$ cat src/rtl/sipo_deser_pkg.sv
// Shared types and helpers for the serial-to-parallel receive stage.
// Optional feature macro: SIPO_PARITY_EN (adds the PAR state and par_err).
package sipo_pkg;

  typedef enum logic [1:0] {
    IDLE  = 2'd0,
    SHIFT = 2'd1,
    PAR   = 2'd2
  } sipo_state_t;

  localparam int SIPO_MIN_WIDTH = 2;

  // XOR reduction; callers zero-extend narrower words, which leaves the result unchanged.
  function automatic logic even_par(input logic [31:0] word);
    return ^word;
  endfunction

endpackage

$ cat src/rtl/sipo_deser_word_slot.sv
// One-deep valid/ready output register. A word offered while the slot is
// full and not being drained is dropped and raises a sticky overrun flag.
module sipo_word_slot
  import sipo_pkg::*;
#(
  parameter int W = 4
) (
  input  logic         clk,
  input  logic         rst_n,
  input  logic         load_valid,
  input  logic [W-1:0] load_data,
  input  logic         ready,
  input  logic         clr_ovr,
  output logic [W-1:0] data,
  output logic         valid,
  output logic         overrun
);

  logic [W-1:0] data_q, data_d;
  logic         valid_q, valid_d;
  logic         ovr_q, ovr_d;

  // Slot update: load (including back-to-back replace), drop-on-full, or drain.
  always_comb begin
    data_d  = data_q;
    valid_d = valid_q;
    ovr_d   = ovr_q;
    if (clr_ovr) begin
      ovr_d = 1'b0;
    end
    if (load_valid) begin
      if (!valid_q || ready) begin
        data_d  = load_data;
        valid_d = 1'b1;
      end else begin
        // Set is applied after the clear so it wins on a coincident edge.
        ovr_d = 1'b1;
      end
    end else if (valid_q && ready) begin
      valid_d = 1'b0;
    end
  end

  // Slot registers.
  always_ff @(posedge clk or negedge rst_n) begin
    if (!rst_n) begin
      data_q  <= '0;
      valid_q <= 1'b0;
      ovr_q   <= 1'b0;
    end else begin
      data_q  <= data_d;
      valid_q <= valid_d;
      ovr_q   <= ovr_d;
    end
  end

  assign data    = data_q;
  assign valid   = valid_q;
  assign overrun = ovr_q;

endmodule

$ cat src/rtl/sipo_deser.sv
// Serial-to-parallel receive stage: rebuilds MSB-first serial words framed
// by sof into WIDTH-bit words, presented through a one-deep valid/ready slot.
// Optional feature macro: SIPO_PARITY_EN (trailing even-parity bit, par_err).
module sipo_deser
  import sipo_pkg::*;
#(
  parameter int WIDTH = 4
) (
  input  logic             clk,
  input  logic             rst_n,
  input  logic             sin,
  input  logic             sin_en,
  input  logic             sof,
  output logic [WIDTH-1:0] dout,
  output logic             dout_valid,
  input  logic             dout_ready,
  output logic             busy,
  output logic             overrun,
`ifdef SIPO_PARITY_EN
  output logic             par_err,
`endif
  input  logic             clr_ovr
);

  localparam int CNT_W = $clog2(WIDTH + 1);
  localparam logic [CNT_W-1:0] LAST_CNT = CNT_W'(WIDTH - 1);
`ifdef SIPO_PARITY_EN
  // The whole data word must be held while waiting for the parity bit.
  localparam int SHREG_W = WIDTH;
  localparam int SLOT_W  = WIDTH + 1;
`else
  // The last bit goes straight to the slot, so only WIDTH-1 bits are held.
  localparam int SHREG_W = WIDTH - 1;
  localparam int SLOT_W  = WIDTH;
`endif

  sipo_state_t        state_q, state_d;
  logic [SHREG_W-1:0] shreg_q, shreg_d;
  logic [CNT_W-1:0]   cnt_q, cnt_d;
  logic               busy_q, busy_d;

  logic               done;
  logic [WIDTH-1:0]   done_word;
  logic [WIDTH-1:0]   shift_word;
  logic [SLOT_W-1:0]  slot_in, slot_out;
`ifdef SIPO_PARITY_EN
  logic               done_perr;
`endif

  assign shift_word = {shreg_q[WIDTH-2:0], sin};

  // Framing FSM: next state, shift register, bit counter and completion strobe.
  always_comb begin
    state_d   = state_q;
    shreg_d   = shreg_q;
    cnt_d     = cnt_q;
    done      = 1'b0;
    done_word = shift_word;
`ifdef SIPO_PARITY_EN
    done_perr = 1'b0;
`endif
    case (state_q)
      IDLE: begin
        if (sin_en && sof) begin
          shreg_d = SHREG_W'(sin);
          cnt_d   = CNT_W'(1);
          state_d = SHIFT;
        end
      end
      SHIFT: begin
        if (sin_en) begin
          if (sof) begin
            shreg_d = SHREG_W'(sin);
            cnt_d   = CNT_W'(1);
          end else if (cnt_q == LAST_CNT) begin
`ifdef SIPO_PARITY_EN
            shreg_d = SHREG_W'(shift_word);
            cnt_d   = cnt_q + CNT_W'(1);
            state_d = PAR;
`else
            done    = 1'b1;
            shreg_d = SHREG_W'(shift_word);
            cnt_d   = '0;
            state_d = IDLE;
`endif
          end else begin
            shreg_d = SHREG_W'(shift_word);
            cnt_d   = cnt_q + CNT_W'(1);
          end
        end
      end
`ifdef SIPO_PARITY_EN
      PAR: begin
        if (sin_en) begin
          if (sof) begin
            shreg_d = SHREG_W'(sin);
            cnt_d   = CNT_W'(1);
            state_d = SHIFT;
          end else begin
            done      = 1'b1;
            done_word = shreg_q;
            done_perr = even_par(32'(shreg_q)) ^ sin;
            cnt_d     = '0;
            state_d   = IDLE;
          end
        end
      end
`endif
      default: begin
        state_d = IDLE;
      end
    endcase
    busy_d = (state_d != IDLE);
  end

  // FSM, shift register, counter and busy decode registers.
  always_ff @(posedge clk or negedge rst_n) begin
    if (!rst_n) begin
      state_q <= IDLE;
      shreg_q <= '0;
      cnt_q   <= '0;
      busy_q  <= 1'b0;
    end else begin
      state_q <= state_d;
      shreg_q <= shreg_d;
      cnt_q   <= cnt_d;
      busy_q  <= busy_d;
    end
  end

`ifdef SIPO_PARITY_EN
  assign slot_in         = {done_perr, done_word};
  assign {par_err, dout} = slot_out;
`else
  assign slot_in = done_word;
  assign dout    = slot_out;
`endif

  sipo_word_slot #(
    .W(SLOT_W)
  ) u_slot (
    .clk       (clk),
    .rst_n     (rst_n),
    .load_valid(done),
    .load_data (slot_in),
    .ready     (dout_ready),
    .clr_ovr   (clr_ovr),
    .data      (slot_out),
    .valid     (dout_valid),
    .overrun   (overrun)
  );

  assign busy = busy_q;

endmodule

$ cat config.mk
export PLATFORM = sky130hd
export DESIGN_NAME = sipo_deser
export DESIGN_NICKNAME = d
export VERILOG_FILES = /design/src/rtl/sipo_deser_pkg.sv /design/src/rtl/sipo_deser_word_slot.sv /design/src/rtl/sipo_deser.sv
export SDC_FILE = /design/constraint.sdc
export NUM_CORES = 1
export LEC_CHECK = 0
export BUFFER_PORTS_ARGS = -buffer_cell sky130_fd_sc_hd__buf_2
export CAP_MARGIN = 20
export CORE_AREA = 4 4 41 43
export CTS_BUF_LIST = sky130_fd_sc_hd__clkbuf_2
export DETAILED_ROUTE_END_ITERATION = 6
export DIE_AREA = 0 0 45 47
export GPL_ROUTABILITY_DRIVEN = 1
export PLACE_DENSITY = 0.8
export SLEW_MARGIN = 20
export SYNTH_ARGS = -nofsm -noshare
export SYNTH_HDL_FRONTEND = slang
export SYNTH_SLANG_ARGS = --single-unit
$ cat constraint.sdc
create_clock -name clk -period 2.4 [get_ports clk]
set_clock_uncertainty 0.1 [all_clocks]
set_input_delay 0.24 -clock clk [delete_from_list [all_inputs] [get_ports clk]]
set_output_delay 0.24 -clock clk [all_outputs]
set_load 0.02 [all_outputs]
# Word-level counts from Yosys, hierarchy flattened
# Cells that the tools add are included.
dict set report op_classes {
  addsub 1
  n_eq_ne 5
  mux 24
  reduce_logical 11
}
# op n
set op_table {}
lappend op_table {{3-bit two-way mux} 7}
lappend op_table {{3-bit one-hot mux with 2 select lines} 2}
lappend op_table {{1-bit two-way mux} 10}
lappend op_table {{2-bit two-way mux} 4}
lappend op_table {{2-bit nonzero test} 3}
lappend op_table {{2-bit != test (second input constant)} 2}
lappend op_table {{2-bit one-hot mux with 2 select lines} 1}
lappend op_table {{2-bit AND reduction} 2}
lappend op_table {{3-bit by 1-bit adder with 3-bit output (second input constant)} 1}
lappend op_table {{3-bit by 2-bit equality test with 1-bit output (second input constant)} 1}
lappend op_table {{3-bit AND reduction} 1}
lappend op_table {{2-bit by 1-bit equality test with 1-bit output (second input constant)} 1}
lappend op_table {{1-bit logical AND} 2}
lappend op_table {{2-bit logical NOT} 1}
lappend op_table {{2-bit by 1-bit != test with 1-bit output (second input constant)} 1}
lappend op_table {{1-bit logical NOT} 1}
lappend op_table {{1-bit logical OR} 1}
dict set report totals {
  regBits 15
  input_bits 7
  out_inout_bits 7
  elab_cells 48
}

# Depth between registers and ports, before layout
# Gate-level depths: netlist of run 1.
dict set report logic_depth {
  word_depth 7
  ltp_mapped 4
  depth_no_buf 4
}

# Hierarchy
# Synthesis of run 1 repeated with hierarchy kept, for this count alone.
dict set report hier_totals {
  hier_cells 57
  area_unflattened_um2 678.2
}
# mod n_inst cells_per_inst area_each_um2 seq_area_each_um2
set by_module_without_submodules {}
lappend by_module_without_submodules {sipo_deser 1 41 425.4 225.2}
lappend by_module_without_submodules {sipo_word_slot 1 16 252.7 150.1}

# Worst setup path after synthesis of run 1
# OpenSTA, ideal clock, no wires.
dict set report synth_timing {
  kind {flip-flop to flip-flop}
  start {register cnt_q[0]}
  end {register u_slot.data_q[0] (netlist: u_slot.data[0])}
  setup_ns 0.125
  t_arrival_ns 1.157
  required_time_ns 2.175
  slack_ns 1.018
  stages_incl_launch_ff 5
  path_buffers 0
  synth_period_minus_slack_ns 1.382
  cell_sequence {dfrtp_1 > ha_1 > and2_4 > nand4_4 > mux2_4}
}
dict set report synth_between {
  elab_chain_cells 6
}
# item line
set synth_lines {}
lappend synth_lines {{start: declaration} sipo_deser.sv:39} ;# logic [CNT_W-1:0] cnt_q, cnt_d;
lappend synth_lines {{start signal: assignment} sipo_deser.sv:126} ;# cnt_q <= cnt_d;
lappend synth_lines {{3-bit by 2-bit equality test with 1-bit output} sipo_deser.sv:75} ;# end else if (cnt_q == LAST_CNT) begin
lappend synth_lines {{1-bit two-way mux} sipo_deser.sv:75}
lappend synth_lines {{1-bit two-way mux} sipo_deser.sv:72} ;# if (sof) begin
lappend synth_lines {{1-bit two-way mux} sipo_deser.sv:71} ;# if (sin_en) begin
lappend synth_lines {{1-bit two-way mux} sipo_deser.sv:62} ;# case (state_q)
lappend synth_lines {{2-bit AND reduction (no source line)} -}
lappend synth_lines {{end signal: assignment} sipo_deser_word_slot.sv:51} ;# data_q <= data_d;
lappend synth_lines {{end: declaration} sipo_deser_word_slot.sv:19} ;# logic [W-1:0] data_q, data_d;
# No other way between the ends.
# A chain may end at the register's enable or synchronous reset.

# Worst setup path after layout of run 1
# Same ends and word-level chain as after synthesis.

==> results of run 1 <==
cells by family (layout without fill, tap and decap cells):
family	after synthesis	in the layout	synth area share, %
DFF	15	15	55.76
AOI/OAI and AO/OA	11	11	10.41
adders and majority gates	1	1	1.858
buffers and inverters	3	21	2.231
and+or+nand+nor	19	19	18.59
muxes	5	5	10.60
other	1	1	0.5571
worst paths after layout:
| kind | slack [ps] | endpoint | depth (start not counted) |
|---|---|---|---|
| worst max-delay path | 960 | u_slot.data[0] | 4 |
| worst min-delay path | 110 | shreg_q[0] | 2 |
| worst max register to register | 960 | u_slot.data[0] | 4 |
| worst min register to register | 360 | state_q[0] | 1 |
| max in group asynchronous | 1680 | cnt_q[0] | 2 |
| min in group asynchronous | 270 | shreg_q[0] | 2 |
metrics by stage:
stage / cell area [um2] / utilization (%) / std cells
2_1_floorplan: 673.1 / - / 55
5_1_grt: 789.5 / 60.67 / 88
6_report: 789.5 / 60.67 / 88
4_1_cts: 779.5 / 59.90 / 87
3_3_place_gp: 749.5 / 57.60 / 82
3_5_place_dp: 749.5 / 57.60 / 82
placed cells by master, fill, tap and decap left out:
cell type       n
a22oi_1         1
a31oi_1         3
and2_1          1
and2_4          1
and2b_2         1
buf_2          13
clkbuf_2        4
conb_1          1
dfrtp_1        15
dlygate4sd3_1   2
ha_1            1
inv_1           2
mux2_1          1
mux2_4          4
nand2_1         4
nand2b_1        3
nand3_1         1
nand3b_1        2
nand4_4         1
nor2_1          2
nor2_2          1
nor2b_1         2
o21ai_0         1
o21ai_1         3
o22ai_1         1
o2bb2ai_1       2
state kept, by name, summed over array words and instances (netlist names):
register / cells
busy: 1
cnt_q: 3
shreg_q: 3
state_q: 2
u_slot.data: 4
u_slot.overrun: 1
u_slot.valid: 1
repair_timing:
action | in CTS | in global routing
gates resized for setup | 0 | 0
endpoints found under the hold margin | 15 | 1
hold buffers | 1 | 1
power groups by stage:
stage                     logic [mW]  registers [mW]  clock network, mW
after global placement        0.0822           0.305                  0
after detailed placement      0.0870           0.306                  0
after CTS                     0.0886           0.301              0.121
final                         0.0881           0.301              0.115
after floorplan               0.0546           0.307                  0
after global routing          0.0981           0.306              0.134
metal layers:
layer	vias up	share of wire (%)	routed length (um)	GRT usage, %
li1	226	-	-	-
met1	221	42	477	13.91
met2	14	50	569	22.88
met3	0	7.8	89	6.897
met4	0	0	0	3.509
met5	-	0	0	0
area by class of cell:
cell class / instances / area [um2]
clock buffers: 4 / 20.02
fillers: 113 / 511.7
inverters: 2 / 7.507
multi-input cells: 37 / 282.8
flip-flops and latches: 15 / 375.4
well taps: 15 / 18.77
repair buffers: 15 / 85.08
==> out/summary.txt, run 1 <==
Outcome = completed
Sw Share = 27.17%
Hold Fails Final Rpt = 0
Post-synthesis cell type count = 24
I/O pin count = 14
Global placement routability congestion = 0.7200
WP data required = 2470 ps
Critical hold path startpoint = sin
Die Span X = 45 um
Top-count cell post-synth = dfrtp_1
Sequential share of power = 59.7%
CTS Sinks = 15
Critical path capture point type = register
Clk pin slew, worst setup/hold paths = 130 ps
Layout cells sized above 1 = 34.25%
RSZ-0062 raised after global routing = false
# setup viols final = 0
Syn Inst Count = 55
Max FO, Critical Path = 4
Power Total = 503.9 uW
H-tree depth = 1
CTS Root Cell = clkbuf_2
Peak supply drop = 430.8 uV
Seq cells post-synth = 15
Combinational power share = 17.5%
Clock network fraction of total power = 22.8%
Post-Route WL = 1135 um
Worst Setup Start Kind = register
Clock Latency Late Sink = 270 ps
FMAX = 695.4 MHz
Port Buffers = 13
DP HPWL = 921.4 um
Hold WS = 109.8 ps
N_diodes = 0
Synth Flop Type = dfrtp_1
Post-route setup TNS = 0 ps
Place WS = 964.7 ps
Min-Delay Path Class = input port to register
Top-area cell type share of the netlist area = 55.76%
Largest net degree at the start of global routing = 16
Mapped Avg Cell Area = 12.24 um2
Setup bufs post-CTS = 0
Starting DRT DRC Count = 6
Core Region = 1301 um2
Synth area leader = dfrtp_1
Pins Over Slew Limit = 0
Tot GR Track Use = 13.11%
Critical path type = register to register
Mapped Nets = 63
Int Pwr = 367.0 uW
Final worst setup slack = 962.1 ps
First-pass GRT wire length = 1904 um
CP arrival = 1510 ps
Synth Warn # = 0
Initial Utilization = 51.73%
Post-route ant nets = 0
Crit share post-route = 59.91%
Number of detailed-route iterations in the first pass = 4
Worst reg2reg startpoint = cnt_q[0]
Post-synthesis cell area = 673.1 um2
Pwr/cell area = 638.3 nW/um2
Synth area leaders = dfrtp_1 56%, mux2_4 8.9%, nand4_4 3.2%
Final net count = 82
CP max-delay cell = dfrtp_1
Async SR Flop Fraction = 100.0%
Row count = 13
Num CTS Buffers = 3
GR Overflow Total = 0
CP cell instances = ha_1, and2_4, nand4_4, mux2_4
P&R area growth vs syn = 17.29%
Crit path largest cell delay = 420 ps
Seq/Total Area, Yosys = 55.76%
Average wire per standard cell = 12.90 um
NetSw = 136.9 uW
Top cells by count, synth = 15 x dfrtp_1, 4 x mux2_4, 4 x nand2_1
CP delay by family, top = flip-flops
CTS tree = yes
Number of global-route vias before repair = 452
Max cap viols = 0
EDFF count, synth = 0
Die H = 47 um
Vias = 461
CTS Buffer Depth = 2
Lkg Pwr = 0.4105 nW
Minimum clock period = 1438 ps
Origin of the worst setup path = cnt_q[0]
Initial antenna violation count = 0
Residual DRC = 0
DR vias/cell = 5.239
Crit path buffers/inverters = 0
Die ar. = 2115 um2
Power figures use the tool's default switching activity.
==> run 2, diff against run 1 <==
==> constraint.sdc (replaced) <==
create_clock -name clk -period 1.45 [get_ports clk]
set_clock_uncertainty 0.1 [all_clocks]
set_input_delay 0.145 -clock clk [delete_from_list [all_inputs] [get_ports clk]]
set_output_delay 0.145 -clock clk [all_outputs]
set_load 0.02 [all_outputs]
==> run 2 against run 1 <==
Compared with the run above:
- register-to-register slack got worse by 920 ps
- clock power rose by 74%
- utilization rose by 3.6 points
- setup slack got worse by 920 ps
- sequential cell count did not move
- combinational power rose by 92%
- cell area rose by 5.9%
- die area did not move
- final cell count rose by 5.7%
- clock-buffer cell count fell by 1
==> out/summary.txt, run 2 (same netlist as run 1, synthesis figures left out) <==
Outcome = completed
Hold Path Depth = 3 (+1)
H-tree depth = 1 (unchanged)
Critical path capture point type = register
I/O pin count = 14 (unchanged)
Crit share post-route = 97.11% (+37 points)
Clock Latency Late Sink = 300 ps (+30 ps)
# setup viols final = 0 (unchanged)
GR Overflow Total = 0 (unchanged)
Worst Setup Start Kind = register
Clk pin slew, worst setup/hold paths = 140 ps (about the same)
Hold Fails Final Rpt = 0 (unchanged)
Largest net degree at the start of global routing = 16 (unchanged)
Peak supply drop = 555.2 uV (+29%)
Minimum clock period = 1408 ps (-29.79 ps)
Global placement routability congestion = 0.7472 (+3.8%)
Post-Route WL = 1233 um (+8.6%)
Max FO, Critical Path = 4 (unchanged)
Row count = 13 (unchanged)
Reg2reg end = u_slot.data[0]
CTS Root Cell = clkbuf_2
Lkg Pwr = 0.4310 nW (+5.0%)
Num CTS Buffers = 3 (unchanged)
Core Region = 1301 um2 (unchanged)
Met3 Resource Use GR = 4.981% (-1.9 points)
DP HPWL = 916.8 um (-0.50%)
Final net count = 87 (+6.1%)
Average wire per standard cell = 13.26 um (+2.8%)
N_diodes = 0 (unchanged)
WP data required = 1540 ps (-930 ps)
Die Span X = 45 um (unchanged)
Port Buffers = 13 (unchanged)
DR vias/cell = 5.172 (-1.3%)
P&R area growth vs syn = 24.16%
Commonest non-fill, non-tap cells in the layout = 15 x dfrtp_1, 13 x buf_2, 4 x mux2_4, 4 x nand2_1, 4 x dlygate4sd3_1
Tot GR Track Use = 14.29% (+1.2 points)
Hold WS = 65.15 ps (-44.69 ps)
Residual DRC = 0 (unchanged)
Vias = 481 (+4.3%)
CTS tree = yes
CTS Buffer Depth = 2 (unchanged)
Starting DRT DRC Count = 2 (-4)
Hold endpoint = busy
CP arrival = 1500 ps (about the same)
GR Util met2 = 21.19% (-1.7 points)
Critical hold path startpoint = sin_en
Max reg flops = 4 (unchanged)
Initial Utilization = 51.73% (unchanged)
RSZ-0062 raised after global routing = true
Reg2Reg Depth = 4 (unchanged)
Pins Over Slew Limit = 0 (unchanged)
Pwr/cell area = 1033 nW/um2 (+62%)
Post-route ant nets = 0 (unchanged)
Critical path type = register to register
Layout cells sized above 1 = 37.18% (+2.9 points)
Max cap viols = 0 (unchanged)
Reg2Reg Setup Slack = 40 ps (-920 ps)
Die ar. = 2115 um2 (unchanged)
First-pass GRT wire length = 2056 um (+8.0%)
Number of global-route vias before repair = 489 (+8.2%)
Number of detailed-route iterations in the first pass = 4 (unchanged)
Final core occ = 64.23% (+3.6 points)
CTS Sinks = 15 (unchanged)
FMAX = 710.2 MHz (+2.1%)
Initial antenna violation count = 0 (unchanged)
GR peak layer = met2
Post-route setup TNS = 0 ps (unchanged)
GR Util met1 = 16.19% (+2.3 points)
Worst reg2reg startpoint = cnt_q[1]
Die H = 47 um (unchanged)
Min-Delay Path Class = input port to register
Most common cell after layout, fill and taps aside = dfrtp_1
Origin of the worst setup path = cnt_q[1]
[run 2: area by class of cell]
class	instances	area, um2
repair buffers	20	127.6
clock buffers	3	15.01
clock inverters	1	5.005
inverters	2	7.507
well taps	15	18.77
multi-input cells	37	286.5
fillers	109	465.4
flip-flops and latches	15	375.4
[run 2: critical path, stage by stage, from the launching register on]
cell and delay [ps]:
dfrtp_1 380, ha_2 190, and2_4 160, nand4_4 150, mux2_4 330
[run 2: layer usage]
metal	share of wire, %	wire length (um)
met3	5.6	69
met5	0	0
met4	2.8	34
met1	44	539
met2	48	590
[run 2: how the worst max path moves through the flow]
stage	end	slack (ps)
detailed placement	u_slot.data[1]	10
floorplan	u_slot.data[0]	70
CTS	u_slot.data[1]	10
global route	u_slot.data[0]	-20
finish	u_slot.data[0]	40
global placement	u_slot.data[0]	50
[run 2: through the flow]
| step | power (mW) | area, um2 | setup WS [ps] | instances |
|---|---|---|---|---|
| after global routing | 0.9215 | 835.8 | -15.34 | 93 |
| after detailed placement | 0.6538 | 757.0 | 10.68 | 83 |
| after floorplan | 0.5985 | 673.1 | 68.36 | 55 |
| after global placement | 0.6430 | 757.0 | 49.87 | 83 |
| final | 0.8632 | 835.8 | 41.86 | 93 |
| after CTS | 0.8771 | 824.5 | 13.06 | 92 |
[run 2: power breakdown]
group / switching [mW] / internal [mW]
logic: 0.0821 / 0.0871
clock network: 0.137 / 0.0623
registers: 0.0318 / 0.462
[run 2: timing repair]
item | in CTS | in global routing
gates resized for setup | 0 | 2
pin swaps | 0 | 1
hold buffers | 4 | 0
hold endpoints to repair | 19 | 0
endpoints found under the setup margin | 2 | 4
setup buffers | 1 | 1
==> run 3, diff against run 2 <==
--- a/config.mk
+++ b/config.mk
@@ -7,10 +7,10 @@
 export LEC_CHECK = 0
 export BUFFER_PORTS_ARGS = -buffer_cell sky130_fd_sc_hd__buf_2
 export CAP_MARGIN = 20
-export CORE_AREA = 4 4 41 43
+export CORE_AREA = 2 2 39 41
 export CTS_BUF_LIST = sky130_fd_sc_hd__clkbuf_2
 export DETAILED_ROUTE_END_ITERATION = 6
-export DIE_AREA = 0 0 45 47
+export DIE_AREA = 0 0 41 43
 export GPL_ROUTABILITY_DRIVEN = 1
 export PLACE_DENSITY = 0.8
 export SLEW_MARGIN = 20
==> constraint.sdc (replaced) <==
create_clock -name clk -period 1.45 [get_ports clk]
set_clock_uncertainty 0.1 [all_clocks]
set_input_delay 0.2175 -clock clk [delete_from_list [all_inputs] [get_ports clk]]
set_output_delay 0.2175 -clock clk [all_outputs]
set_load 0.05 [all_outputs]
==> run 3 against run 2 <==
Compared with the run above:
- sequential power about the same
- global-route usage up 3.1 points
- routed wire length down 3.4%
- setup slack worse by 14 ps
- final cell count down 3.2%
- clock-buffer cell count up 1
- register-to-register slack about the same
- first-iteration DRC count rose to 8.0 times the previous value
- sequential cell count unchanged
- critical path depth unchanged
- sequential share of layout area up 2.0 points
- combinational power up 6%
- critical path type unchanged
- largest power group unchanged
==> out/summary.txt, run 3 (same netlist as run 1, synthesis figures left out) <==
Die H = 43 um (-8.5%)
Min-Delay Path Class = input port to register
Die Span X = 41 um (-8.9%)
Placed cell areas = 759.5 um2 (+0.33%)
Post-route ant nets = 0 (unchanged)
CTS Buffer Depth = 2 (unchanged)
Core Region = 1384 um2 (+6.3%)
DR vias/cell = 5.500 (+6.3%)
Critical path type = register to register
Tot GR Track Use = 17.39% (+3.1 points)
I/O pin count = 14 (unchanged)
Cell count after placement = 84 (+1.2%)
Layout cells sized above 1 = 37.84% (+0.66 points)
Peak supply drop = 518.1 uV (-6.7%)
Residual DRC = 0 (unchanged)
# setup viols final = 0 (unchanged)
Port Buffers = 13 (unchanged)
Final net count = 83 (-4.6%)
Number of detailed-route iterations in the first pass = 5 (+1)
Post-route setup TNS = 0 ps (unchanged)
Crit path largest cell delay = 390 ps (about the same)
Power Total = 872.8 uW (+1.1%)
Lkg Pwr = 0.4119 nW (-4.4%)
Num CTS Buffers = 3 (unchanged)
N_diodes = 0 (unchanged)
Die ar. = 1763 um2 (-17%)
Commonest non-fill, non-tap cells in the layout = 14 x dfrtp_1, 13 x buf_2, 4 x mux2_4, 4 x nand2_1, 4 x clkbuf_2
FMAX = 703.1 MHz (-0.99%)
Crit path buffers/inverters = 0 (unchanged)
H-tree depth = 1 (unchanged)
WP data required = 1530 ps (about the same)
GR Overflow Total = 0 (unchanged)
CTS Root Cell = clkbuf_2
Number of global-route vias before repair = 455 (-7.0%)
RSZ-0062 raised after global routing = true
Post-route cell area = 803.3 um2 (-3.9%)
Average wire per standard cell = 13.23 um (-0.19%)
Pwr/cell area = 1087 nW/um2 (+5.2%)
Hold Fails Final Rpt = 0 (unchanged)
Hold endpoint = shreg_q[0]
Crit share post-route = 98.09% (+0.98 points)
Max FO, Critical Path = 4 (unchanged)
Outcome = completed
Clock Latency Late Sink = 280 ps (-20 ps)
Pins Over Slew Limit = 0 (unchanged)
Row count = 14 (+1)
Minimum clock period = 1422 ps (+14.14 ps)
Max cap viols = 0 (unchanged)
DP HPWL = 888.4 um (-3.1%)
Clk pin slew, worst setup/hold paths = 130 ps (about the same)
Reg2Reg Depth = 4 (unchanged)
Critical path capture point type = register
Starting DRT DRC Count = 16 (+14)
CP max-delay cell = dfrtp_1
CTS Sinks = 15 (unchanged)
CP arrival = 1500 ps (about the same)
Largest net degree at the start of global routing = 16 (unchanged)
Reg2Reg Setup Slack = 30 ps (about the same)
Most common cell after layout, fill and taps aside = dfrtp_1
P&R area growth vs syn = 19.33%
Critical hold path startpoint = sin
CP delay by family, top = flip-flops
Initial Utilization = 48.64% (-3.1 points)
Reg2reg end = u_slot.data[0]
Setup bufs post-CTS = 0 (-1)
CP cell instances = ha_2, and2_4, nand4_4, mux2_4
Non-filler instance count after layout = 90 (-3.2%)
Max reg flops = 4 (unchanged)
Crit path depth = 4 (unchanged)
CTS tree = yes
Hold WS = 61.18 ps (-3.978 ps)
Initial antenna violation count = 0 (unchanged)
Worst Setup Start Kind = register
Vias = 495 (+2.9%)
First-pass GRT wire length = 1925 um (-6.4%)
Hold Path Depth = 2 (-1)
Worst reg2reg startpoint = cnt_q[0]
Global placement routability congestion = 0.7997 (+7.0%)
Post-Route WL = 1191 um (-3.4%)
## run 3: worst max-delay path by stage
stage                           endpoint      from
after global placement    u_slot.data[2]  cnt_q[0]
after floorplan           u_slot.data[0]  cnt_q[0]
after global routing      u_slot.data[3]  cnt_q[0]
final                     u_slot.data[0]  cnt_q[0]
after detailed placement  u_slot.data[0]  cnt_q[0]
after CTS                 u_slot.data[0]  cnt_q[0]
## run 3: worst reg2reg max path, delay by kind of cell, from the launching register on
family	cells	cell delay (ps)
adder cells (fa/ha/maj)	1	200
flip-flops	1	390
multiplexers	1	330
AND/OR/NAND/NOR	2	300
## run 3: layout make-up
class	count	area, um2
Fill cell	132	580.6
Tap cell	16	20.02
Inverter	2	7.507
Clock buffer	4	20.02
Timing Repair Buffer	16	92.59
Sequential cell	15	376.6
Multi-Input combinational cell	37	286.5
## run 3: repair_timing
action | 4_1_cts | 5_1_grt
hold endpoints to repair | 16 | 0
endpoints found under the setup margin | 0 | 4
hold buffers | 2 | 0
resized for setup | 0 | 2
## run 3: report_power, final
group / internal (mW) / leakage [nW] / switching (mW) / total (mW)
logic: 0.0760 / 0.203 / 0.103 / 0.179
registers: 0.462 / 0.192 / 0.0318 / 0.494
clock network: 0.0731 / 0.0166 / 0.127 / 0.200
## run 3: routing by layer
layer	routed length [um]	track usage (%)
met5	0	0
met4	11	10.00
met3	77	7.853
met2	605	25.94
met1	496	19.51
## run 3: through the flow
step	setup WS, ps	utilization (%)
after CTS	6.102	57.78
after floorplan	68.36	-
after global placement	48.20	54.88
final	27.72	58.05
after detailed placement	23.19	54.88
after global routing	-1.196	58.05
